## src/rtl/gpu_pixel_arbiter_pkg.sv

```systemverilog
// Shared pixel geometry, source encodings and the output-stage pixel record
// for the framebuffer write-path arbiter.
package gpu_pixel_arbiter_pkg;

    localparam int WIDTH_BITS  = 12;
    localparam int HEIGHT_BITS = 11;

    localparam logic SRC_LINE = 1'b0;
    localparam logic SRC_FILL = 1'b1;

    typedef struct packed {
        logic [WIDTH_BITS-1:0]  x;
        logic [HEIGHT_BITS-1:0] y;
        logic                   src;
    } pix_t;

    function automatic pix_t make_pix(input logic [WIDTH_BITS-1:0] x,
                                      input logic [HEIGHT_BITS-1:0] y,
                                      input logic src);
        pix_t p;
        p.x   = x;
        p.y   = y;
        p.src = src;
        return p;
    endfunction

endpackage

```

## src/rtl/gpu_sat_counter.sv

```systemverilog
// Saturating up-counter; a synchronous clear wins over a coincident increment.
module gpu_sat_counter #(
    parameter int CNT_BITS = 20
) (
    input  logic                clk,
    input  logic                rst,
    input  logic                i_inc,
    input  logic                i_clr,
    output logic [CNT_BITS-1:0] o_cnt,
    output logic                o_sat
);

    logic [CNT_BITS-1:0] r_cnt;

    // Count accepted events, sticking at all-ones.
    always_ff @(posedge clk or posedge rst) begin
        if (rst) begin
            r_cnt <= '0;
        end else if (i_clr) begin
            r_cnt <= '0;
        end else if (i_inc && !o_sat) begin
            r_cnt <= r_cnt + CNT_BITS'(1);
        end else begin
            r_cnt <= r_cnt;
        end
    end

    assign o_sat = &r_cnt;
    assign o_cnt = r_cnt;

endmodule

```

## src/rtl/gpu_pixel_arbiter.sv

```systemverilog
// Shares the framebuffer pixel-write path between the line rasterizer and the
// fill unit: line priority with a starvation guard, one-entry output stage.
module gpu_pixel_arbiter
    import gpu_pixel_arbiter_pkg::*;
#(
    parameter int MAX_LINE_BURST = 8,
    parameter int CNT_BITS       = 20
) (
    input  logic                   clk,
    input  logic                   rst,
    input  logic                   line_valid_i,
    output logic                   line_ready_o,
    input  logic [WIDTH_BITS-1:0]  x_line_i,
    input  logic [HEIGHT_BITS-1:0] y_line_i,
    input  logic                   fill_valid_i,
    output logic                   fill_ready_o,
    input  logic [WIDTH_BITS-1:0]  x_fill_i,
    input  logic [HEIGHT_BITS-1:0] y_fill_i,
    output logic                   pix_valid_o,
    input  logic                   pix_ready_i,
    output logic [WIDTH_BITS-1:0]  x_o,
    output logic [HEIGHT_BITS-1:0] y_o,
    output logic                   src_o,
    input  logic                   clear_i,
    output logic [CNT_BITS-1:0]    line_cnt_o,
    output logic [CNT_BITS-1:0]    fill_cnt_o
);

    localparam int BW = $clog2(MAX_LINE_BURST + 1);

    typedef enum logic [0:0] {
        LINE_PRI    = 1'b0,
        FILL_FORCED = 1'b1
    } arb_state_t;

    arb_state_t     r_state;
    logic [BW-1:0]  r_burst;
    logic           r_pix_valid;
    pix_t           r_pix;

    logic           w_slot_free;
    logic           w_grant_line;
    logic           w_grant_fill;
    logic [BW-1:0]  w_burst_inc;
    pix_t           w_win;
    logic           w_line_sat;
    logic           w_fill_sat;

    // Grant selection; the slot is free when empty or being drained this cycle.
    always_comb begin
        w_slot_free  = !r_pix_valid || pix_ready_i;
        w_grant_line = 1'b0;
        w_grant_fill = 1'b0;
        if (rst) begin
            w_grant_line = 1'b0;
            w_grant_fill = 1'b0;
        end else begin
            case (r_state)
                LINE_PRI: begin
                    w_grant_line = w_slot_free && line_valid_i;
                    w_grant_fill = w_slot_free && fill_valid_i && !line_valid_i;
                end
                FILL_FORCED: begin
                    w_grant_fill = w_slot_free && fill_valid_i;
                    w_grant_line = w_slot_free && line_valid_i && !fill_valid_i;
                end
                default: begin
                    w_grant_line = 1'b0;
                    w_grant_fill = 1'b0;
                end
            endcase
        end
    end

    assign w_burst_inc = r_burst + BW'(1);
    assign w_win = w_grant_fill ? make_pix(x_fill_i, y_fill_i, SRC_FILL)
                                : make_pix(x_line_i, y_line_i, SRC_LINE);

    // Starvation guard: count line wins while fill waits, force one fill turn at the limit.
    always_ff @(posedge clk or posedge rst) begin
        if (rst) begin
            r_state <= LINE_PRI;
            r_burst <= '0;
        end else if (clear_i) begin
            r_state <= LINE_PRI;
            r_burst <= '0;
        end else begin
            case (r_state)
                LINE_PRI: begin
                    if (!fill_valid_i || w_grant_fill) begin
                        r_burst <= '0;
                    end else if (w_grant_line) begin
                        r_burst <= w_burst_inc;
                        if (w_burst_inc >= BW'(MAX_LINE_BURST)) begin
                            r_state <= FILL_FORCED;
                        end else begin
                            r_state <= LINE_PRI;
                        end
                    end else begin
                        r_burst <= r_burst;
                    end
                end
                FILL_FORCED: begin
                    if (!fill_valid_i || w_grant_fill) begin
                        r_state <= LINE_PRI;
                        r_burst <= '0;
                    end else begin
                        r_state <= FILL_FORCED;
                    end
                end
                default: begin
                    r_state <= LINE_PRI;
                    r_burst <= '0;
                end
            endcase
        end
    end

    // One-entry output stage; payload holds after drain so the writer sees no glitches.
    always_ff @(posedge clk or posedge rst) begin
        if (rst) begin
            r_pix_valid <= 1'b0;
            r_pix       <= '0;
        end else if (w_grant_line || w_grant_fill) begin
            r_pix_valid <= 1'b1;
            r_pix       <= w_win;
        end else if (pix_ready_i) begin
            r_pix_valid <= 1'b0;
        end else begin
            r_pix_valid <= r_pix_valid;
        end
    end

    gpu_sat_counter #(.CNT_BITS(CNT_BITS)) u_line_cnt (
        .clk   (clk),
        .rst   (rst),
        .i_inc (w_grant_line),
        .i_clr (clear_i),
        .o_cnt (line_cnt_o),
        .o_sat (w_line_sat)
    );

    gpu_sat_counter #(.CNT_BITS(CNT_BITS)) u_fill_cnt (
        .clk   (clk),
        .rst   (rst),
        .i_inc (w_grant_fill),
        .i_clr (clear_i),
        .o_cnt (fill_cnt_o),
        .o_sat (w_fill_sat)
    );

    assign line_ready_o = w_grant_line;
    assign fill_ready_o = w_grant_fill;
    assign pix_valid_o  = r_pix_valid;
    assign x_o          = r_pix.x;
    assign y_o          = r_pix.y;
    assign src_o        = r_pix.src;

endmodule

```

## config.mk

```make
export PLATFORM = sky130hd
export DESIGN_NAME = gpu_pixel_arbiter
export DESIGN_NICKNAME = d
export VERILOG_FILES = /design/src/rtl/gpu_pixel_arbiter_pkg.sv /design/src/rtl/gpu_sat_counter.sv /design/src/rtl/gpu_pixel_arbiter.sv
export SDC_FILE = /design/constraint.sdc
export NUM_CORES = 1
export LEC_CHECK = 0
export ABC_AREA = 1
export CAP_MARGIN = 15
export CORE_ASPECT_RATIO = 2
export CORE_UTILIZATION = 30
export CTS_CLUSTER_SIZE = 40
export DETAILED_ROUTE_END_ITERATION = 12
export PLACE_DENSITY = 0.57
export SKIP_CTS_REPAIR_TIMING = 1
export SYNTH_ARGS = -nofsm -noshare
export SYNTH_HDL_FRONTEND = slang
export SYNTH_SLANG_ARGS = --single-unit
```

## constraint.sdc

```tcl
create_clock -name clk -period 5.85 [get_ports clk]
set_input_delay 0.585 -clock clk [delete_from_list [all_inputs] [get_ports clk]]
set_output_delay 0.585 -clock clk [all_outputs]
set_load 0.02 [all_outputs]
```

; After elaboration in Yosys (flattened, before gate mapping)
; Index checks and enable logic that the tools add are counted.
[word_totals]
register_bits = 70
output_inout_bits = 67
input_bits = 52
word_cells = 57
[classes]
mux = 22
n_reduce_logical = 20
addsub = 3
order_cmp = 1
n_eq_ne = 2
bitwise = 1
[op_table]
columns = op, n
row1 = 2-to-1 mux 20 bit, 4
row2 = "adder 20 x 1 -> 20 bit, second input constant", 2
row3 = AND reduction 20 bit, 2
row4 = 2-to-1 mux 24 bit, 1
row5 = 2-to-1 mux 4 bit, 4
row6 = 2-to-1 mux 1 bit, 9
row7 = case mux 4 bit (2 select lines), 1
row8 = logical AND 1 bit, 6
row9 = case mux 1 bit (2 select lines), 3
row10 = nonzero test 2 bit, 3
row11 = logical NOT 1 bit, 5
row12 = "adder 4 x 1 -> 4 bit, second input constant", 1
row13 = "greater-or-equal comparator 4 bit, second input constant", 1
row14 = "!= test 4 x 3 -> 1 bit, second input constant", 1
row15 = logical OR 1 bit, 3
row16 = "!= test 3 x 2 -> 1 bit, second input constant", 1
row17 = AND reduction 2 bit, 1
row18 = NOT 1 bit, 1

; Longest topological paths before layout
[logic_depth]
word_depth = 10
mapped_depth = 12

; By module
; From an unflattened synthesis, not the netlist that was laid out.
[unflattened]
hier_cells = 647
area_unflattened_um2 = 4470.5
[modules_own_cells]
columns = module, cells_per_inst, area_per_inst_um2, instances
row1 = gpu_sat_counter, 199, 1340.0, 2
row2 = gpu_pixel_arbiter, 249, 1790.5, 1

; Least setup slack after synthesis
; Ideal clock, no wire load.
[synth_path]
path_type = in2out
startpoint = input rst
endpoint = output line_ready_o
cell_stages = 4
slack_ns = 2.579
required_time_ns = 5.265
t_arrival_ns = 2.686
cell_sequence = inv_1 > nand2_1 > nor2_1 > buf_2
[synth_via]
elab_chain_cells = 1
[synth_lines]
columns = item, line
row1 = from (decl), gpu_pixel_arbiter.sv:10  ; input logic rst,
row2 = 2-to-1 mux 1 bit, gpu_pixel_arbiter.sv:54  ; if (rst) begin
row3 = to (decl), gpu_pixel_arbiter.sv:12  ; output logic line_ready_o,
; Every way passes these cells.

; Final worst setup path
[layout_path]
startpoint = input fill_valid_i
endpoint = output fill_ready_o
[layout_via]
elab_chain_cells = 4
[layout_lines]
columns = item, line
row1 = from (decl), gpu_pixel_arbiter.sv:15  ; input logic fill_valid_i,
row2 = logical AND 1 bit (*), "gpu_pixel_arbiter.sv:61, gpu_pixel_arbiter.sv:64"
row3 = logical AND 1 bit, gpu_pixel_arbiter.sv:61  ; w_grant_fill = w_slot_free && fill_valid_i && !line_valid_i;
row4 = case mux 1 bit (2 select lines) (*), gpu_pixel_arbiter.sv:58  ; case (r_state)
row5 = 2-to-1 mux 1 bit (*), gpu_pixel_arbiter.sv:54
row6 = to (decl), gpu_pixel_arbiter.sv:16  ; output logic fill_ready_o,
; Mark *: on every way between the ends. The rest lies on a longest branch, timed or not.

==> flow_summary_export.csv <==
group,metric,value,unit
layout,sequential_cell_area,0.00175,sq mm
synthesis,adder_and_majority_gate_portion_of_the_synthesized_area,0.00938,
placed_design,port_buffers,118,
synthesis,synth-async-reset-ratio,1.00,
sta,final.period_utilization,0.625,
synthesis,synth_seq_cells,70,
global_route,initial_antenna_violation_count,0,
synthesis,synth.avg_cell_area,7.21,sq um
global_route,grt_start_max_net_pins,71,
pwr,worst_vdd_ir,145,uV
synthesis,post_synth_xor_area_fraction,0.0569,
cts,worst_skew_pair_latency,0.34,ns
floorplanning,coreArea,0.0130,sq mm
synthesis,post-synth-top-area-fraction,0.438,
layout,area_delta_synth_final,41.4,%
floorplanning,chipHeight,165,microns
synthesis,syn_area,0.00400,sq mm
global_route,global_route.overflow_total,0,
sta,clock-skew-final,0.00967,ns
routing,ant_nets,0,
routing,detailedRoute.firstPassIterationCount,4,
synthesis,netlist_top_cells_area,"sky130_fd_sc_hd__dfrtp_1, sky130_fd_sc_hd__nand2_1, sky130_fd_sc_hd__nor2_1",
sta,upper_clock_frequency_limit,274,MHz
routing,wirelength,12300,microns
layout,insertedDiodeCount,0,
pwr,power_leakage,2.52,nW
worst_setup_path,timing.critical_path.to_type,"output port",
synthesis,synth_top_cell_by_area,"sky130_fd_sc_hd__dfrtp_1",
synthesis,number_of_flops_mapped_to_enable_cells_by_yosys,0,
layout,final_layout_size_suffix_gt1_frac,0.0593,
synthesis,yosys_most_used_dff,"sky130_fd_sc_hd__dfrtp_1",
layout,nNetsFinal,725,
sta,totalNegativeSetupSlack,0,ns
synthesis,synth.mux.area_fraction,0,
sta,final.min_clock_period,3.65,ns
job,maxCapViolations,0,
pwr,p_per_area,259,mW/mm^2
sta,setup_viol,0,
worst_setup_path,cp.required,5.27,ns
routing,post_drt_via_cell_ratio,4.87,
global_route,grt_pass1_wl,19800,microns
global_route,grt_pass1_vias,4028,
cts,worst_setup_hold_path_clk_slew,0.06,ns
routing,drc,0,
routing,route.vias.total,4024,
floorplanning,fp-row-count,59,
cts,cts_max_path_buffers,2,
synthesis,post_synth_most_frequent_cells,"sky130_fd_sc_hd__nand2_1, sky130_fd_sc_hd__nor2_1, sky130_fd_sc_hd__dfrtp_1, sky130_fd_sc_hd__nand3_1, sky130_fd_sc_hd__a21oi_1",
synthesis,most_common_cell_in_the_netlist,"sky130_fd_sc_hd__nand2_1",
cts,clock_tree.htree_level_count,3,
layout,layout_filler_cell_count,1343,
worst_setup_path,critPathMaxFanout,28,
synthesis,synth_top_family_by_area,"simple AND/OR/NAND/NOR gates",
routing,detail_route.wl_per_cell,14.8,microns
synthesis,synth_sequential_area_ratio,0.438,
synthesis,compound_gate_portion_of_the_synthesized_area,0.0688,
sta,tightestPinTransition,0.979,ns
synthesis,synth.distinct_cells,30,
worst_setup_path,critical_path_arrival,3.07,ns
cts,tritoncts,"yes",
worst_hold_path,hold_path_class,"reg -> reg",
cts,clk_root_buffer_cell,"sky130_fd_sc_hd__clkbuf_16",
floorplanning,initial_cell_density_of_the_core,0.308,
sta,report.final.hold_viol_count,0,
pwr,post-layout-total-power,1.47,mW
floorplanning,dieArea,0.0138,sq mm
cts,cts.sink_count,70,
synthesis,post_synth_inst_count,555,
routing,drt_iter0_drc,233,
layout,multi_input_area,0.00202,sq mm
sta,final_number_of_max_transition_violations,0,
sta,rsz0062_at_grt,"no",
placed_design,detailed_place_hpwl,9100,microns
worst_setup_path,setup.worst_path.class,"in -> out",
synthesis,post_synth_and_or_nand_nor_area_fraction,0.370,
sta,max_slew_margin,0.347,
floorplanning,ios,119,
placed_design,gpl.final_weighted_congestion,0.849,
floorplanning,die_width,83.7,microns
global_route,grt.total_usage,0.182,
status,status,"finished, final reports clean",
worst_setup_path,crit_path_start_kind,"primary input",
cts,cts_inserted_buffers,9,
synthesis,yosysWarnings,0,
synthesis,postSynthNetCount,610,
[power breakdown]
group / switching, mW / internal (mW)
Combinational: 0.135 / 0.114
Sequential: 0.0242 / 0.521
Clock: 0.214 / 0.457
[state kept, by name, summed over array words and instances, names as in the netlist]
name              cells
x_o                  12
src_o                 1
u_fill_cnt.o_cnt     20
r_burst               4
y_o                  11
u_line_cnt.o_cnt     20
pix_valid_o           1
r_state               1
[through the flow]
| stage | instances | setup WS, ns | utilization | cell area [sq um] | hold WS [ns] |
|---|---|---|---|---|---|
| 2_1_floorplan | 555 | 2.58 | - | 4000 | 0.504 |
| 3_3_place_gp | 811 | 2.27 | 0.408 | 5300 | 0.459 |
| 3_5_place_dp | 811 | 2.20 | 0.408 | 5300 | 0.463 |
| 4_1_cts | 826 | 2.19 | 0.435 | 5660 | 0.480 |
| 5_1_grt | 826 | 1.99 | 0.435 | 5660 | 0.523 |
| 6_report | 826 | 2.20 | 0.435 | 5660 | 0.473 |
[critical path: stages]
cell and delay, ns:
sky130_fd_sc_hd__clkdlybuf4s50_1 0.51, sky130_fd_sc_hd__inv_1 0.06, sky130_fd_sc_hd__nor2_1 0.10, sky130_fd_sc_hd__nand3_2 0.48
sky130_fd_sc_hd__inv_2 0.62, sky130_fd_sc_hd__clkdlybuf4s50_1 0.71
[cell type report]
type                       instances  area share
inverter                          34      0.0230
multi-input combinational        434       0.357
timing repair buffer             121       0.213
clock inverter                     6      0.0239
sequential                        70       0.310
tap                              152      0.0336
clock buffer                       9      0.0398
[placed cells by master, fill, tap and decap left out]
cell / instances
sky130_fd_sc_hd__o21ai_0: 24
sky130_fd_sc_hd__o21bai_1: 1
sky130_fd_sc_hd__ha_1: 3
sky130_fd_sc_hd__a211oi_1: 1
sky130_fd_sc_hd__clkinv_1: 1
sky130_fd_sc_hd__xnor2_1: 1
sky130_fd_sc_hd__nor3_1: 3
sky130_fd_sc_hd__o21ai_1: 2
sky130_fd_sc_hd__xor2_1: 25
sky130_fd_sc_hd__nand2_4: 4
sky130_fd_sc_hd__inv_1: 24
sky130_fd_sc_hd__nand2_1: 194
sky130_fd_sc_hd__nor2_2: 2
sky130_fd_sc_hd__dfrtp_1: 70
sky130_fd_sc_hd__nor2_1: 86
sky130_fd_sc_hd__a21oi_1: 26
sky130_fd_sc_hd__nand3_1: 39
sky130_fd_sc_hd__nand3_2: 1
sky130_fd_sc_hd__clkdlybuf4s50_1: 118
sky130_fd_sc_hd__nor2_4: 3
sky130_fd_sc_hd__nand2_2: 2
sky130_fd_sc_hd__clkinvlp_4: 2
sky130_fd_sc_hd__clkbuf_16: 9
sky130_fd_sc_hd__buf_4: 3
sky130_fd_sc_hd__inv_4: 1
sky130_fd_sc_hd__nand4_1: 16
sky130_fd_sc_hd__or2_2: 1
sky130_fd_sc_hd__inv_2: 8
sky130_fd_sc_hd__bufinv_16: 4
[metal layers]
layer	global-route usage	vias to the layer above	part of all wire	wire, microns
met1	0.189	1880	0.37	4520
met3	0.0278	27	0.038	463
met4	0.0909	0	0.033	404
met5	0	-	0	0
li1	-	1999	-	-
met2	0.351	118	0.56	6880
[worst paths after layout]
| kind | from | end | slack [ns] | cells past startpoint |
|---|---|---|---|---|
| setup / recovery | fill_valid_i | fill_ready_o | 2.20 | 6 |
| hold / removal | src_o$_DFFE_PP0P_ | src_o$_DFFE_PP0P_ | 0.47 | 2 |
| setup reg to reg | pix_valid_o$_DFFE_PP0P_ | u_fill_cnt.o_cnt[9]$_DFFE_PP0P_ | 3.48 | 5 |
| hold reg to reg | src_o$_DFFE_PP0P_ | src_o$_DFFE_PP0P_ | 0.47 | 2 |
| max in group asynchronous | rst | u_fill_cnt.o_cnt[8]$_DFFE_PP0P_ | 4.34 | 3 |
| min in group asynchronous | rst | u_line_cnt.o_cnt[15]$_DFFE_PP0P_ | 0.92 | 3 |
[cells by family after synthesis]
| family | count (synthesis) |
|---|---|
| AND/OR/NAND/NOR | 351 |
| flip-flops | 70 |
| AO/OA/AOI/OAI | 54 |
| buffers and inverters | 51 |
| XOR/XNOR | 26 |
| adder cells (fa/ha/maj) | 3 |
Power figures use the tool's default switching activity.
